`config.mk`:
```
export PLATFORM = sky130hd
export DESIGN_NAME = dcache_rmw_ctrl
export DESIGN_NICKNAME = d
export VERILOG_FILES = /design/src/rtl/dcache_rmw_ctrl.sv
export SDC_FILE = /design/constraint.sdc
export NUM_CORES = 1
export LEC_CHECK = 0
export CORE_MARGIN = 2
export CORE_UTILIZATION = 46
export DETAILED_ROUTE_END_ITERATION = 8
export MAX_ROUTING_LAYER = met4
export PLACE_DENSITY = 0.82
export SYNTH_ARGS = -nofsm -noshare
export SYNTH_HDL_FRONTEND = slang
export SYNTH_SLANG_ARGS = --single-unit
```
`constraint.sdc`:
```
create_clock -name clk -period 1.9 [get_ports clk]
set_clock_uncertainty 0.1 [all_clocks]
set_input_delay 0.38 -clock clk [delete_from_list [all_inputs] [get_ports clk]]
set_output_delay 0.38 -clock clk [all_outputs]
set_load 0.03 [all_outputs]
```
`src/rtl/dcache_rmw_ctrl.sv`:
```
// Sub-word load/store sequencer for a single-port, word-wide data SRAM with 1-cycle read latency.
// Stores merge into the read word (read-modify-write); loads shift and extend the addressed lane.
module dcache_rmw_ctrl #(
    parameter int unsigned ADDR_W = 12
) (
    input  logic              clk,
    input  logic              rst_n,
    input  logic              req_valid,
    output logic              req_ready,
    input  logic              req_write,
    input  logic [ADDR_W-1:0] req_addr,
    input  logic [1:0]        req_size,
    input  logic              req_signed,
    input  logic [31:0]       req_wdata,
    output logic              resp_valid,
    output logic [31:0]       resp_rdata,
    output logic              resp_err,
    output logic              ram_en,
    output logic              ram_we,
    output logic [ADDR_W-3:0] ram_addr,
    output logic [31:0]       ram_wdata,
    input  logic [31:0]       ram_rdata
);

    typedef enum logic [2:0] {
        S_IDLE,
        S_RD,
        S_MG,
        S_WR,
        S_RESP
    } state_t;

    state_t            state_q, state_d;
    logic              write_q, write_d;
    logic [ADDR_W-1:0] addr_q, addr_d;
    logic [1:0]        size_q, size_d;
    logic              signed_q, signed_d;
    logic [31:0]       data_q, data_d;
    logic              err_q, err_d;

    logic              misaligned;
    logic [4:0]        shamt;
    logic [31:0]       shifted;
    logic [31:0]       lane_mask;
    logic [31:0]       lane_data;

    always_comb begin
        state_d    = state_q;
        write_d    = write_q;
        addr_d     = addr_q;
        size_d     = size_q;
        signed_d   = signed_q;
        data_d     = data_q;
        err_d      = err_q;
        req_ready  = 1'b0;
        resp_valid = 1'b0;
        resp_rdata = '0;
        resp_err   = 1'b0;
        ram_en     = 1'b0;
        ram_we     = 1'b0;
        ram_wdata  = '0;
        ram_addr   = addr_q[ADDR_W-1:2];

        misaligned = (req_size == 2'b11)
                   || (req_size == 2'b01 && req_addr[0])
                   || (req_size == 2'b10 && req_addr[1:0] != 2'b00);
        shamt      = {addr_q[1:0], 3'b000};
        shifted    = ram_rdata >> shamt;
        lane_mask  = (size_q == 2'b00) ? (32'h0000_00FF << shamt) : (32'h0000_FFFF << shamt);
        lane_data  = (size_q == 2'b00) ? ({24'h0, data_q[7:0]} << shamt)
                                       : ({16'h0, data_q[15:0]} << shamt);

        unique case (state_q)
            S_IDLE: begin
                req_ready = 1'b1;
                if (req_valid) begin
                    write_d  = req_write;
                    addr_d   = req_addr;
                    size_d   = req_size;
                    signed_d = req_signed;
                    // data_q carries store data until MG replaces it with the merged/extended word
                    data_d   = req_wdata;
                    err_d    = misaligned;
                    if (misaligned)
                        state_d = S_RESP;
                    else if (req_write && req_size == 2'b10)
                        state_d = S_WR;
                    else
                        state_d = S_RD;
                end
            end
            S_RD: begin
                ram_en  = 1'b1;
                state_d = S_MG;
            end
            S_MG: begin
                if (write_q) begin
                    data_d  = (ram_rdata & ~lane_mask) | lane_data;
                    state_d = S_WR;
                end else begin
                    unique case (size_q)
                        2'b00:   data_d = {{24{signed_q & shifted[7]}}, shifted[7:0]};
                        2'b01:   data_d = {{16{signed_q & shifted[15]}}, shifted[15:0]};
                        default: data_d = shifted;
                    endcase
                    state_d = S_RESP;
                end
            end
            S_WR: begin
                // Gated by rst_n so a reset landing on the write cycle abandons the write
                ram_en    = rst_n;
                ram_we    = rst_n;
                ram_wdata = data_q;
                state_d   = S_RESP;
            end
            S_RESP: begin
                resp_valid = 1'b1;
                resp_err   = err_q;
                resp_rdata = (write_q || err_q) ? '0 : data_q;
                state_d    = S_IDLE;
            end
            default: state_d = S_IDLE;
        endcase
    end

    always_ff @(posedge clk) begin
        if (!rst_n) begin
            state_q  <= S_IDLE;
            write_q  <= 1'b0;
            addr_q   <= '0;
            size_q   <= '0;
            signed_q <= 1'b0;
            data_q   <= '0;
            err_q    <= 1'b0;
        end else begin
            state_q  <= state_d;
            write_q  <= write_d;
            addr_q   <= addr_d;
            size_q   <= size_d;
            signed_q <= signed_d;
            data_q   <= data_d;
            err_q    <= err_d;
        end
    end

endmodule

```
After elaboration in Yosys (flattened, before gate mapping) --
Index checks and enable logic that the tools add are counted.
Word-level totals: bits in registers 52, bits in latches 0, memory bits (writable) 0, memory bits (read-only) 0, input bits 83, output and inout port bits 79, word-level logic and storage cells 57, memories 0
Cells by class: add/subtract/negate cells 0, multipliers 0, divide/modulo/power cells 0, $lt $le $gt $ge 0, eq/ne operators 9, shifts and indexed selects 5, mux-type cells 19, bitwise gates (word level) 5, reduce and logical (&&, ||, !) cells 12
Operators by type and width (number):
- $mux W32 | 7
- $pmux W32 S2 | 2
- $and A32 B32 Y32 | 1
- $not A32 Y32 | 1
- $or A32 B32 Y32 | 1
- $shl A16 B5 Y32 | 1
- $shl A16 B5 Y32 const A | 1
- $shl A8 B5 Y32 | 1
- $shl A8 B5 Y32 const A | 1
- $shr A32 B5 Y32 | 1
- $pmux W3 S4 | 1
- $mux W3 | 3
- $eq A3 B2 Y1 const B | 2
- $eq A2 B1 Y1 const B | 2
- $eq A2 B2 Y1 const B | 2
- $mux W1 | 4
- $reduce_and A2 Y1 | 2
- $reduce_bool A2 Y1 | 2
- $eq A3 B1 Y1 const B | 1
- $eq A3 B3 Y1 const B | 1
- $logic_and A1 B1 Y1 | 3
- $logic_not A3 Y1 | 1
- $logic_or A1 B1 Y1 | 3
- $and A1 B1 Y1 | 2
- other kinds (4) | 4

Depth between registers and ports, before layout --
Gate-level depths: netlist of the first run.
depth after elaboration 7, mapped depth 7, mapped depth without buffers 4

Least setup slack after synthesis of the first run --
OpenSTA, ideal clock, no wires.
kind register to output, start register state_q[2], end output resp_rdata[21], data arrival time 1.843 ns, data required time 1.420 ns, slack -0.423 ns, stages on the path, launching flop included 6, path buffers 1, cells stage by stage dfxtp_1 > inv_2 > nor3_2 > nor3b_2 > clkbuf_1 > and2_1
Between the ends: word-level cells in the longest chain between the ends 2
Ends and longest elaborated chain:
- start, declared | line 33 | state_t state_q, state_d;
- start signal, assigned | line 136 | state_q <= state_d;
- $eq A3 B3 Y1 | line 73 | unique case (state_q)
- $mux W32 | line 73
- end, declared | line 16 | output logic [31:0] resp_rdata,
Every way passes these cells.

Worst setup path after layout of the first run --
start register state_q[0], end output resp_rdata[31]
The elaborated chain is that of the path after synthesis.

==> metrics.csv, run 1 <==
metric,value,unit
status,"finished, violations left",
failing checks,negative setup slack,
nets@finish,859,
most frequent cells in the layout,"91 x clkdlybuf4s50_1, 75 x buf_6, 74 x buf_4",
LEAKAGE,3.01,nW
Detail Route Antenna Nets,0,
Clock Path Buffers,2,
Die Wd,102,um
clk sink count,52,
part of the power in combinational logic,41.3,%
core area,9330,sq um
"FF+latch count, synth",52,
Worst-Skew Late Latency,0.32,ns
fmax,456,MHz
placed cells,881,
# diodes,0,
CP arrival,1.71,ns
Clock Tree Root,clkbuf_8,
Reg area,1050,sq um
post-cts hold buffer count,0,
synth warn,0,
share of layout cells above drive strength 1,35.3,%
Hold Crit Endpoint,addr_q[2],
Internal Power,2.15,mW
gr ovfl total,0,
r2r startpoint,state_q[0],
Worst Setup End Kind,output port,
critical hold path startpoint,addr_q[2],
WP data required,1.42,ns
"Hold Violations, Final",0,
Syn Area/Cell,7.62,sq um
switching share of power,37.7,%
vias per cell,6.10,
Fin Setup TNS,-16.49,ns
all-layer global routing usage,36.6,%
vias in the first global route,5191,
"most common cell after layout, fill and taps aside",clkdlybuf4s50_1,
max_cap viols,0,
worst slack at placement,-0.637,ns
Max Used Layer,met4,
ys flop type,dfxtp_1,
met1 WL,8080,um
worst vdd ir,0.370,mV
Switch Pwr,1.30,mW
crit path max fanout,16,
Filler Cell Count,671,
CTS tree,built,
fin crit period,2.19,ns
PnR worst setup slack,-0.294,ns
Die Ht,102,um
cells on worst reg2reg path,8,
H-tree levels,2,
r2r endpoint,data_q[13],
clock power share,20.0,%
final-report max-slew violation count,0,
worst hold margin,0.363,ns
final setup fails,66,
Starting Density,47.7,%
routed length on met3,1670,um
Final Cell Area,7190,sq um
drt pass-1 iters,6,
Tcrit/Tclk final,115,%
via count,5531,
critical path class,flop to output port,
Die Footprint,10500,sq um
synthesized area,4450,sq um
Final Power,3.45,mW
Routed met2 length,9260,um
CP Launch Type,flop,
GPL Wtd Cong,1.00,
ys async rst share,0,%
fin util,77.0,%
Power Density,480,nW/um^2
WL per Instance,21.6,um
slack of the worst reg-to-reg path,0.04,ns
DRC errors left,0,
"EDFF count, synth",0,
Layout Cells excl Fill,906,
pin count of the biggest net entering global routing,31,
Post-Syn Nets,667,
Slew headroom,58.0,%
DRT iter0 DRCs,502,
I/O pins,162,
hold depth,2,
Buffers on Ports,161,
Yosys cell types,48,
sequential power share,38.7,%
Layout Area Growth over Synthesis,61.4,%
final wirelength,19500,um
Syn Inst Count,584,
Placed Instance Area,6420,sq um
worst slew pin tran,0.624,ns
dpl hpwl,13800,um
min-delay worst type,flop to flop,
first-pass GRT wire length,28500,um
num rows,35,
CTS buffer count,5,
area of the multi-input gates,3270,sq um
initial antenna violation count,0,
RSZ-0062 raised after global routing,true,
Worst-path clk slew,0.12,ns
"Seq/Total Area, Yosys",23.4,%
## worst max path at each step
stage	startpoint	to	slack (ns)	cells past startpoint
floorplan	state_q[2]	resp_rdata[21]	-0.11	5
global placement	ram_rdata[31]	data_q[19]	-0.53	5
detailed placement	ram_rdata[31]	data_q[16]	-0.64	5
CTS	state_q[0]	resp_rdata[31]	-0.25	6
global route	state_q[0]	resp_rdata[0]	-0.38	6
finish	state_q[0]	resp_rdata[31]	-0.29	6
## routing by layer
layer	track usage, %	vias up
li1	-	2485
met1	48.1	2671
met2	58.3	327
met3	5.40	48
met4	11.2	0
met5	-	-
## cell usage after synthesis (9+ instances only)
| cell type | count | area, sq um |
|---|---|---|
| mux2i_1 | 25 | 250 |
| and2_1 | 84 | 526 |
| clkbuf_1 | 27 | 101 |
| a211oi_1 | 9 | 67.6 |
| a21boi_1 | 10 | 75.1 |
| buf_4 | 13 | 97.6 |
| o21ai_0 | 63 | 315 |
| dfxtp_1 | 52 | 1040 |
| o31ai_1 | 17 | 128 |
| buf_2 | 23 | 115 |
| and3_1 | 10 | 62.6 |
| nor2_1 | 29 | 109 |
| nand2_1 | 55 | 206 |
| a21oi_1 | 28 | 140 |
| nor2b_1 | 19 | 119 |
| a31oi_1 | 15 | 93.8 |
## cell type report
cell class                 count  area share, %
clock buffer                   5          0.958
clock inverter                 3          0.313
inverter                       9          0.505
multi-input combinational    455           45.6
sequential                    52           14.6
tap                          129           2.25
timing repair buffer         253           35.8
## cell families (layout without fill, tap and decap cells)
family	count (synthesis)	in the layout	share of synthesized area, %
AO/OA/AOI/OAI	203	203	30.4
XOR/XNOR	1	1	0.197
buffers and inverters	77	270	9.08
flip-flops	52	52	23.4
multiplexers	33	33	9.67
AND/OR/NAND/NOR	218	218	27.3
## critical path, cell delays in order, from the launching register on
cell and delay (ns):
dfxtp_2 0.36, nor3_4 0.20, nor3b_4 0.23, buf_4 0.15
buf_12 0.15, and2_2 0.17, buf_6 0.13
## repair_timing
item                                    CTS  global route
endpoints found under the setup margin   82            97
cloned                                    5             1
buffers inserted                          7             4
hold endpoints to repair                  0             0
gates resized for setup                 109            38
pin swaps                                 6             6
## sequential cells by signal (all words and copies together), names as in the netlist
name,cells
addr_q,12
size_q,2
err_q,1
state_q,3
data_q,32
write_q,1
signed_q,1
## power groups by stage
stage          Clock [mW]  Sequential [mW]  Combinational [mW]
2_1_floorplan           0             1.29               0.733
3_3_place_gp            0             1.34                1.26
3_5_place_dp            0             1.35                1.28
4_1_cts             0.686             1.32                1.36
5_1_grt             0.726             1.34                1.50
6_report            0.690             1.33                1.42
(Power assumes the default switching activity.)
==> run 2, diff against run 1 <==
--- a/config.mk
+++ b/config.mk
@@ -7,6 +7,7 @@
 export LEC_CHECK = 0
 export CORE_MARGIN = 2
 export CORE_UTILIZATION = 46
+export CTS_CLUSTER_DIAMETER = 40
 export DETAILED_ROUTE_END_ITERATION = 8
 export MAX_ROUTING_LAYER = met4
 export PLACE_DENSITY = 0.82
==> results of run 2 <==
Final layout, timing and power as in run 1 (identical DEF).
